## config.mk

```make
export PLATFORM = sky130hd
export DESIGN_NAME = mem_access_unit
export DESIGN_NICKNAME = d
export VERILOG_FILES = /design/src/rtl/mem_access_pkg.sv /design/src/rtl/mem_access_unit.sv
export SDC_FILE = /design/constraint.sdc
export NUM_CORES = 1
export LEC_CHECK = 0
export BUFFER_PORTS_ARGS = -buffer_cell sky130_fd_sc_hd__buf_2
export CAP_MARGIN = 40
export CORE_MARGIN = 1
export CORE_UTILIZATION = 59
export CTS_CLUSTER_SIZE = 10
export DETAILED_ROUTE_END_ITERATION = 8
export PLACE_DENSITY = 0.91
export SKIP_LAST_GASP = 1
export SYNTH_ARGS = -nofsm -noshare
export SYNTH_HDL_FRONTEND = slang
export SYNTH_SLANG_ARGS = --single-unit
```

## constraint.sdc

```tcl
create_clock -name clk -period 5.55 [get_ports clk]
set_input_delay 0.2775 -clock clk [delete_from_list [all_inputs] [get_ports clk]]
set_output_delay 0.2775 -clock clk [all_outputs]
set_load 0.01 [all_outputs]
```

## src/rtl/mem_access_pkg.sv

```systemverilog
// Shared types for the byte-serial load/store engine: FSM encoding,
// request size codes and the load-result extension helper.
package mem_access_pkg;

  typedef enum logic [1:0] {
    IDLE,
    RD_WAIT,
    WR_STROBE,
    WR_NEXT
  } state_t;

  localparam int unsigned SIZE_BYTE = 0;
  localparam int unsigned SIZE_HALF = 1;
  localparam int unsigned SIZE_LONG = 3;
  localparam int unsigned SIZE_QUAD = 7;

  // raw holds (size+1) bytes right-justified; everything above is masked
  // to zero or filled with the top bit of the slice.
  function automatic logic [63:0] extend_load(input logic [63:0] raw,
                                              input logic [2:0]  size,
                                              input logic        sgn);
    logic [63:0] mask;
    logic        msb;
    mask = ~64'd0 >> {~size, 3'b000};
    msb  = raw[{size, 3'b111}];
    return (raw & mask) | ((sgn && msb) ? ~mask : 64'd0);
  endfunction

endpackage

```

## src/rtl/mem_access_unit.sv

```systemverilog
// Load/store engine: splits a 1..DATA_BYTES byte request into big-endian
// single-byte memory accesses, honouring mem_ready wait states.
module mem_access_unit
  import mem_access_pkg::*;
#(
  parameter int addr_width   = 9,
  parameter int DATA_BYTES   = 4,
  parameter int READ_LATENCY = 2,
  localparam int DW = 8 * DATA_BYTES,
  localparam int SW = (DATA_BYTES > 1) ? $clog2(DATA_BYTES) : 1
) (
  input  logic                  clk,
  input  logic                  reset,
  input  logic                  req_valid,
  output logic                  req_ready,
  input  logic                  req_write,
  input  logic [SW-1:0]         req_size,
  input  logic                  req_signed,
  input  logic [addr_width-1:0] req_addr,
  input  logic [DW-1:0]         req_wdata,
  output logic                  resp_valid,
  output logic [DW-1:0]         resp_rdata,
  output logic [addr_width-1:0] mem_raddr,
  output logic [addr_width-1:0] mem_waddr,
  output logic [7:0]            mem_data_in,
  input  logic [7:0]            mem_data_out,
  output logic                  mem_write,
  input  logic                  mem_ready
);

  localparam int CW = $clog2(READ_LATENCY + 1);

  state_t        state;
  logic [CW-1:0] cnt;
  logic [SW-1:0] left, size_q;
  logic          sgn_q;
  logic [DW-1:0] wbuf, acc;
  logic [DW-1:0] acc_next;
  logic [SW-1:0] left_m1;

  assign req_ready = (state == IDLE) && !reset;
  assign acc_next  = (acc << 8) | DW'(mem_data_out);
  assign left_m1   = left - SW'(1);

  always_ff @(posedge clk or posedge reset) begin
    if (reset) begin
      state       <= IDLE;
      cnt         <= '0;
      left        <= '0;
      size_q      <= '0;
      sgn_q       <= 1'b0;
      wbuf        <= '0;
      acc         <= '0;
      resp_valid  <= 1'b0;
      resp_rdata  <= '0;
      mem_raddr   <= '0;
      mem_waddr   <= '0;
      mem_data_in <= '0;
      mem_write   <= 1'b0;
    end else begin
      resp_valid <= 1'b0;
      case (state)
        IDLE: if (req_valid) begin
          size_q <= req_size;
          left   <= req_size;
          sgn_q  <= req_signed;
          wbuf   <= req_wdata;
          acc    <= '0;
          if (req_write) begin
            mem_waddr   <= req_addr;
            mem_data_in <= req_wdata[{req_size, 3'b000} +: 8];
            state       <= WR_STROBE;
          end else begin
            mem_raddr <= req_addr;
            cnt       <= CW'(READ_LATENCY);
            state     <= RD_WAIT;
          end
        end
        // Count down to 1, then keep retrying the capture until mem_ready.
        RD_WAIT: if (cnt != CW'(1)) begin
          cnt <= cnt - CW'(1);
        end else if (mem_ready) begin
          acc <= acc_next;
          if (left != '0) begin
            left      <= left_m1;
            mem_raddr <= mem_raddr + addr_width'(1);
            cnt       <= CW'(READ_LATENCY);
          end else begin
            resp_rdata <= DW'(extend_load(64'(acc_next), 3'(size_q), sgn_q));
            resp_valid <= 1'b1;
            state      <= IDLE;
          end
        end
        WR_STROBE: if (mem_ready) begin
          mem_write <= 1'b1;
          state     <= WR_NEXT;
        end
        WR_NEXT: begin
          mem_write <= 1'b0;
          if (left != '0) begin
            left        <= left_m1;
            mem_waddr   <= mem_waddr + addr_width'(1);
            mem_data_in <= wbuf[{left_m1, 3'b000} +: 8];
            state       <= WR_STROBE;
          end else begin
            resp_valid <= 1'b1;
            state      <= IDLE;
          end
        end
        default: state <= IDLE;
      endcase
    end
  end

endmodule

```

# After elaboration in Yosys (flattened, before gate mapping)
# Cells that the tools add are included.
dict set report classes {
  addsub 4
  magnitude_cmp 1
  eq_ne 15
  n_shift 3
  mux 46
  bitwise 7
  n_reduce_logical 18
}
# operator n
set op_table {}
lappend op_table {{$mux 24} 3}
lappend op_table {{$mux 9} 8}
lappend op_table {{$shiftx 32x6->8} 2}
lappend op_table {{$shr 64x6->32 const A} 1}
lappend op_table {{$pmux 24 s2} 1}
lappend op_table {{$pmux 9 s2} 2}
lappend op_table {{$and 32x32->32} 1}
lappend op_table {{$mux 2} 16}
lappend op_table {{$mux 32} 1}
lappend op_table {{$not 32->32} 1}
lappend op_table {{$or 32x32->32} 1}
lappend op_table {{$or 32x8->32} 1}
lappend op_table {{$mux 8} 3}
lappend op_table {{$add 9x1->9 const B} 2}
lappend op_table {{$ne 2x2->1 const B} 9}
lappend op_table {{$pmux 8 s2} 1}
lappend op_table {{$reduce_and 4->1} 4}
lappend op_table {{$reduce_and 5->1} 2}
lappend op_table {{$pmux 2 s4} 1}
lappend op_table {{$reduce_bool 2->1} 4}
lappend op_table {{$lt 5x7->1 const B} 1}
lappend op_table {{$ne 3x3->1 const B} 2}
lappend op_table {{$pmux 2 s3} 1}
lappend op_table {{$reduce_and 6->1} 1}
lappend op_table {{15 further kinds} 25}
dict set report totals {
  reg_bits 125
  in_bits 57
  out_inout_bits 61
  word_cells 107
}

# Depth between registers and ports, before layout
dict set report logic_depth {
  depth_word 6
  mapped_depth 8
  depth_no_buf 6
}

# Worst setup path before layout
# Ideal clock, no wire load.
dict set report synth_path {
  kind {reg2reg}
  from {register left[0]}
  to {register mem_data_in[7]}
  setup_time_ns 0.126
  arrival_time_ns 1.952
  t_required_ns 5.424
  path_slack_ns 3.472
  path_stages_with_launch 8
  path_buffers 2
  period_less_slack_ns 2.078
  cell_sequence {dfrtp_1 -> buf_2 -> inv_1 -> ha_1 -> clkbuf_1 -> mux4_2 -> mux2i_1 -> a21oi_1}
}
dict set report synth_via {
  elab_chain_len 4
  word_cells_on_any_way 7
  classes_between {1 x add/sub; 1 x eq/ne; 1 x shift; 2 x mux; 2 x reduce/logical}
}
# item line_no
set synth_lines {}
lappend synth_lines {{start, declared} mem_access_unit.sv:35} ;# logic [SW-1:0] left, size_q;
lappend synth_lines {{start signal, assigned} mem_access_unit.sv:65} ;# left <= req_size;
lappend synth_lines {{start signal, assigned} mem_access_unit.sv:85} ;# left <= left_m1;
lappend synth_lines {{start signal, assigned} mem_access_unit.sv:101} ;# left <= left_m1;
lappend synth_lines {{$sub 2x1->2} mem_access_unit.sv:43} ;# assign left_m1 = left - SW'(1);
lappend synth_lines {{$shiftx 32x6->8} mem_access_unit.sv:103} ;# mem_data_in <= wbuf[{left_m1, 3'b000} +: 8];
lappend synth_lines {{$mux 8} mem_access_unit.sv:100} ;# if (left != '0) begin
lappend synth_lines {{$pmux 8 s2} mem_access_unit.sv:62} ;# case (state)
lappend synth_lines {{end signal, assigned} mem_access_unit.sv:71} ;# mem_data_in <= req_wdata[{req_size, 3'b000} +: 8];
lappend synth_lines {{end signal, assigned} mem_access_unit.sv:103}
lappend synth_lines {{end, declared} mem_access_unit.sv:25} ;# output logic [7:0] mem_data_in,
# Several ways; a longest one is shown, not always the timed one. The select of a mux whose other input is x is not followed.
# A chain may end at the register's enable or synchronous reset.

# Worst setup path in the final report
dict set report layout_path {
  from {register state[0]}
  to {register resp_rdata[20]}
}
dict set report layout_via {
  elab_chain_len 2
}
# item line_no
set layout_lines {}
lappend layout_lines {{start, declared} mem_access_unit.sv:33} ;# state_t state;
lappend layout_lines {{start signal, assigned} mem_access_unit.sv:47} ;# state <= IDLE;
lappend layout_lines {{start signal, assigned} mem_access_unit.sv:72} ;# state <= WR_STROBE;
lappend layout_lines {{start signal, assigned} mem_access_unit.sv:76} ;# state <= RD_WAIT;
lappend layout_lines {{$eq 2x1->1} mem_access_unit.sv:62}
lappend layout_lines {{$reduce_and 4->1 (no source line)} -}
lappend layout_lines {{end signal, assigned} mem_access_unit.sv:89} ;# resp_rdata <= DW'(extend_load(64'(acc_next), 3'(size_q), sgn_q));
lappend layout_lines {{end, declared} mem_access_unit.sv:22} ;# output logic [DW-1:0] resp_rdata,
# Every way passes these cells.

==> summary.md <==
| Metric | Value |
|---|---|
| Status | finished clean |
| Largest area contributor in the netlist | sky130_fd_sc_hd__dfrtp_1 |
| Worst slew pin tran | 0.930 ns |
| Final design utilization | 0.740 |
| Worst hold path class | input pin to flip-flop |
| Max-capacitance violation count | 0 |
| CP Data Arrival Time | 3.27 ns |
| Fin crit share | 0.520 |
| Quantity of I/O buffers inserted on ports | 117 |
| CP Capture Point | resp_rdata[20]$_DFFE_PP0P_ |
| Number of buffers on the longest clock path | 2 |
| Part of the Yosys area used for sequential elements | 0.528 |
| Final WL | 15800 um |
| HPWL after DPL | 9320 um |
| Post-synthesis average cell area | 11.0 um2 |
| Critical R2R Capture | resp_rdata[20]$_DFFE_PP0P_ |
| Clock latency on the worst-skew pair | 0.52 ns |
| Cell chain of the critical path | nor2b_2 -> buf_4 -> and3_2 -> a21boi_4 -> a21oi_1 |
| Dominant combinational cell family by area after synthesis | multiplexers |
| CTS Sinks | 125 |
| Worst vdd rail ir drop | 0.363 mV |
| Share of flip-flops with an asynchronous set or reset | 1.00 |
| Portion of synthesized cell area occupied by the leading cell type | 0.528 |
| Post-synthesis to final-layout area growth | 21.5% |
| Post-route clock skew | 0.00899 ns |
| Switching power summed over all nets | 1.50 mW |
| Pwr/cell area | 553 mW/mm2 |
| Achievable Freq | 347 MHz |
| Wirelength per Cell | 19.8 um |
| Num ports | 118 |
| Post-synthesis adder-cell area fraction | 0.00634 |
| Share of layout cells above drive strength 1 | 0.336 |
| Global-route congestion overflow total | 0 |
| Cells after synthesis | 539 |
| Placed Cells incl. Taps | 755 |
| Length of the first detailed-routing pass in iterations | 6 |
| Buffer cell driving the clock tree root | sky130_fd_sc_hd__clkbuf_8 |
| Fraction of power consumed by the clock network | 0.262 |
| Number of nets in the layout | 713 |
| RSZ-0062 raised after global routing | false |
| GR Util met2 | 0.537 |
| Placement Cell Area | 0.00652 mm2 |
| Final cell area excluding filler cells | 0.00720 mm2 |
| Core Box Area | 0.00973 mm2 |
| Number of design rule violations left after detail routing | 0 |
| Number of global-route vias before repair | 5015 |
| Post-synth top flop | sky130_fd_sc_hd__dfrtp_1 |
| Number of vias per cell after detailed routing | 6.20 |
| Power share of the combinational group | 0.346 |
| Required time at the endpoint of the critical path | 5.94 ns |
| Maximum number of pins on one net before global-route repair | 67 |
| Grt met1 use | 0.398 |
| Synthesized-area fraction occupied by and/or/nand/nor cells | 0.119 |
| Number of max-slew violations in the final report | 0 |
| Flop pwr share | 0.393 |
| Switching portion of total power | 0.376 |
| Global-route wire length before repair | 25500 um |
| # resized after CTS | 0 |
| Post-route insts no fill | 799 |
| Standard-cell row count | 36 |
| Num CTS Buffers | 17 |
| Leading cell types by count after synthesis | sky130_fd_sc_hd__dfrtp_1, sky130_fd_sc_hd__nand2_1, sky130_fd_sc_hd__o21ai_0, sky130_fd_sc_hd__nor2_1, sky130_fd_sc_hd__mux2_2 |
| Initial antenna violation count | 0 |
| Count of flip-flops with a built-in enable after synthesis | 0 |
| Endpoint type of the worst setup path | flip-flop |
| Cts hold-fix bufs | 11 |
| Number of antenna cells inserted | 0 |
| Internal power component | 2.49 mW |
| Post-placement setup slack | 2.80 ns |
| Critical Path Start | state[0]$_DFFE_PP0P_ |
| Worst relative slew slack | 0.376 |
| Crit path max fanout | 50 |
| Met3 track utilization from global routing | 0.0958 |
| CTS tree | done |
| Global routing usage summed across all routing layers | 0.330 |
| Static Leakage | 3.30 nW |
| Top post-synthesis cells by area | sky130_fd_sc_hd__dfrtp_1, sky130_fd_sc_hd__mux2_2, sky130_fd_sc_hd__mux4_2 |
| Post-CTS clock slew at the launch and capture registers of the worst setup and hold paths | 0.06 ns |
| Synth cell types | 52 |
| Final setup TNS | 0 ns |
| DIE AREA | 0.0104 mm2 |
| Yosys warns | 0 |
| Number of register bits inferred by synthesis | 125 |
| Final setup fails | 0 |
| Share of the synthesized netlist area taken by xor and xnor gates | 0 |
| Shortest clock period the worst path allows after layout | 2.88 ns |
| Floorplan die height | 102 um |
| Final weighted congestion of routability-driven global placement | 0.865 |
| Synth Cell Area | 0.00592 mm2 |
| CP max stage delay | 0.88 ns |
| Final hold violations | 0 |
| Number of DRC markers in iteration 0 | 342 |
| Startpoint Class | flip-flop |
| Global-route layer with the greatest usage | met2 |
| Register-to-Register Setup Slack | 2.67 ns |
| Vias after detailed routing | 4953 |
| Die Span X | 102 um |
| Postcts setup bufs | 0 |
| Slowest cell on the critical path | sky130_fd_sc_hd__and3_2 |
| Count of cells along the worst register-to-register path | 5 |
| Number of nets with antenna violations after routing | 0 |
| Reg2reg start | state[0]$_DFFE_PP0P_ |
| Crit Path Class | flip-flop to flip-flop |
| Total number of H-tree levels | 4 |
| Post-synthesis compound-gate area fraction | 0.140 |
| Net count after synthesis | 599 |
| Initial standard-cell utilization of the core | 0.609 |
| Post-route setup slack | 2.67 ns |
| Most numerous cell in the Yosys netlist | sky130_fd_sc_hd__dfrtp_1 |
| Multiplexer share of the synthesized area | 0.168 |
[cells in the final DEF, fill, tap and decap left out, types with 12 or more instances in the layout]
cell,netlist,routed
sky130_fd_sc_hd__nand2_1,79,79
sky130_fd_sc_hd__o21ai_0,48,48
sky130_fd_sc_hd__dfrtp_1,125,125
sky130_fd_sc_hd__a31oi_1,20,20
sky130_fd_sc_hd__mux2_2,35,35
sky130_fd_sc_hd__nor2_1,43,43
sky130_fd_sc_hd__a21oi_1,34,34
sky130_fd_sc_hd__dlygate4sd3_1,0,12
sky130_fd_sc_hd__clkbuf_16,0,16
sky130_fd_sc_hd__mux4_2,16,16
sky130_fd_sc_hd__buf_2,15,117
[routing by layer]
metal / share of wire / vias up
li1: - / 2163
met1: 0.37 / 2391
met2: 0.51 / 324
met3: 0.080 / 75
met4: 0.042 / 0
met5: 0 / -
[cell type report]
type,count,area (um2)
clock buffer,19,442
clock inverter,13,119
fill,629,2530
inverter,7,28.8
multi-input combinational,369,2580
sequential,125,3130
tap,133,166
timing repair buffer,133,736
[flip-flops by register name, summed over array words and instances, names as in the netlist]
signal and cells:
resp_rdata 32, wbuf 32, acc 24, mem_raddr 9, mem_waddr 9, mem_data_in 8
cnt 2, left 2, size_q 2, state 2, mem_write 1, resp_valid 1
sgn_q 1
[metrics by stage]
step                      power (mW)  hold slack [ns]
after floorplan                 2.45            0.414
after global placement          2.75            0.454
after detailed placement        2.85            0.470
after CTS                       3.94          0.00165
after global routing            4.17          0.00248
final                           3.98           0.0125
[critical path: cells and delay by family, from the launching register on]
family | cells | cell delay, ns
AND/OR/NAND/NOR | 2 | 1.14
flip-flops | 1 | 0.67
AO/OA/AOI/OAI | 2 | 0.52
buffers and inverters | 1 | 0.38
[power by group through the flow]
stage               Sequential [mW]  Combinational (mW)  Clock [mW]
finish                         1.56                1.38        1.04
global route                   1.60                1.49        1.08
CTS                            1.55                1.35        1.04
detailed placement             1.54                1.30           0
global placement               1.51                1.24           0
floorplan                      1.49               0.954           0
[cell families (layout without fill, tap and decap cells)]
group                    count (synthesis)  count (layout)
buffers and inverters                   45             172
multiplexers                            71              71
flip-flops                             125             125
AND/OR/NAND/NOR                        161             161
AO/OA/AOI/OAI                          134             134
adder cells (fa/ha/maj)                  3               3
[how the worst min path moves through the flow]
stage,start,endpoint,slack [ns],depth (start not counted)
after floorplan,mem_data_out[0],acc[0]$_DFFE_PP0P_,0.41,2
after global placement,reset,left[0]$_DFFE_PP0P_,0.45,2
after detailed placement,reset,left[0]$_DFFE_PP0P_,0.47,2
after CTS,req_wdata[30],wbuf[30]$_DFFE_PP0P_,0.002,2
after global routing,mem_data_out[0],resp_rdata[0]$_DFFE_PP0P_,0.002,2
final,mem_data_out[3],acc[3]$_DFFE_PP0P_,0.01,3
Note: power is estimated with default switching activity, not from simulation.
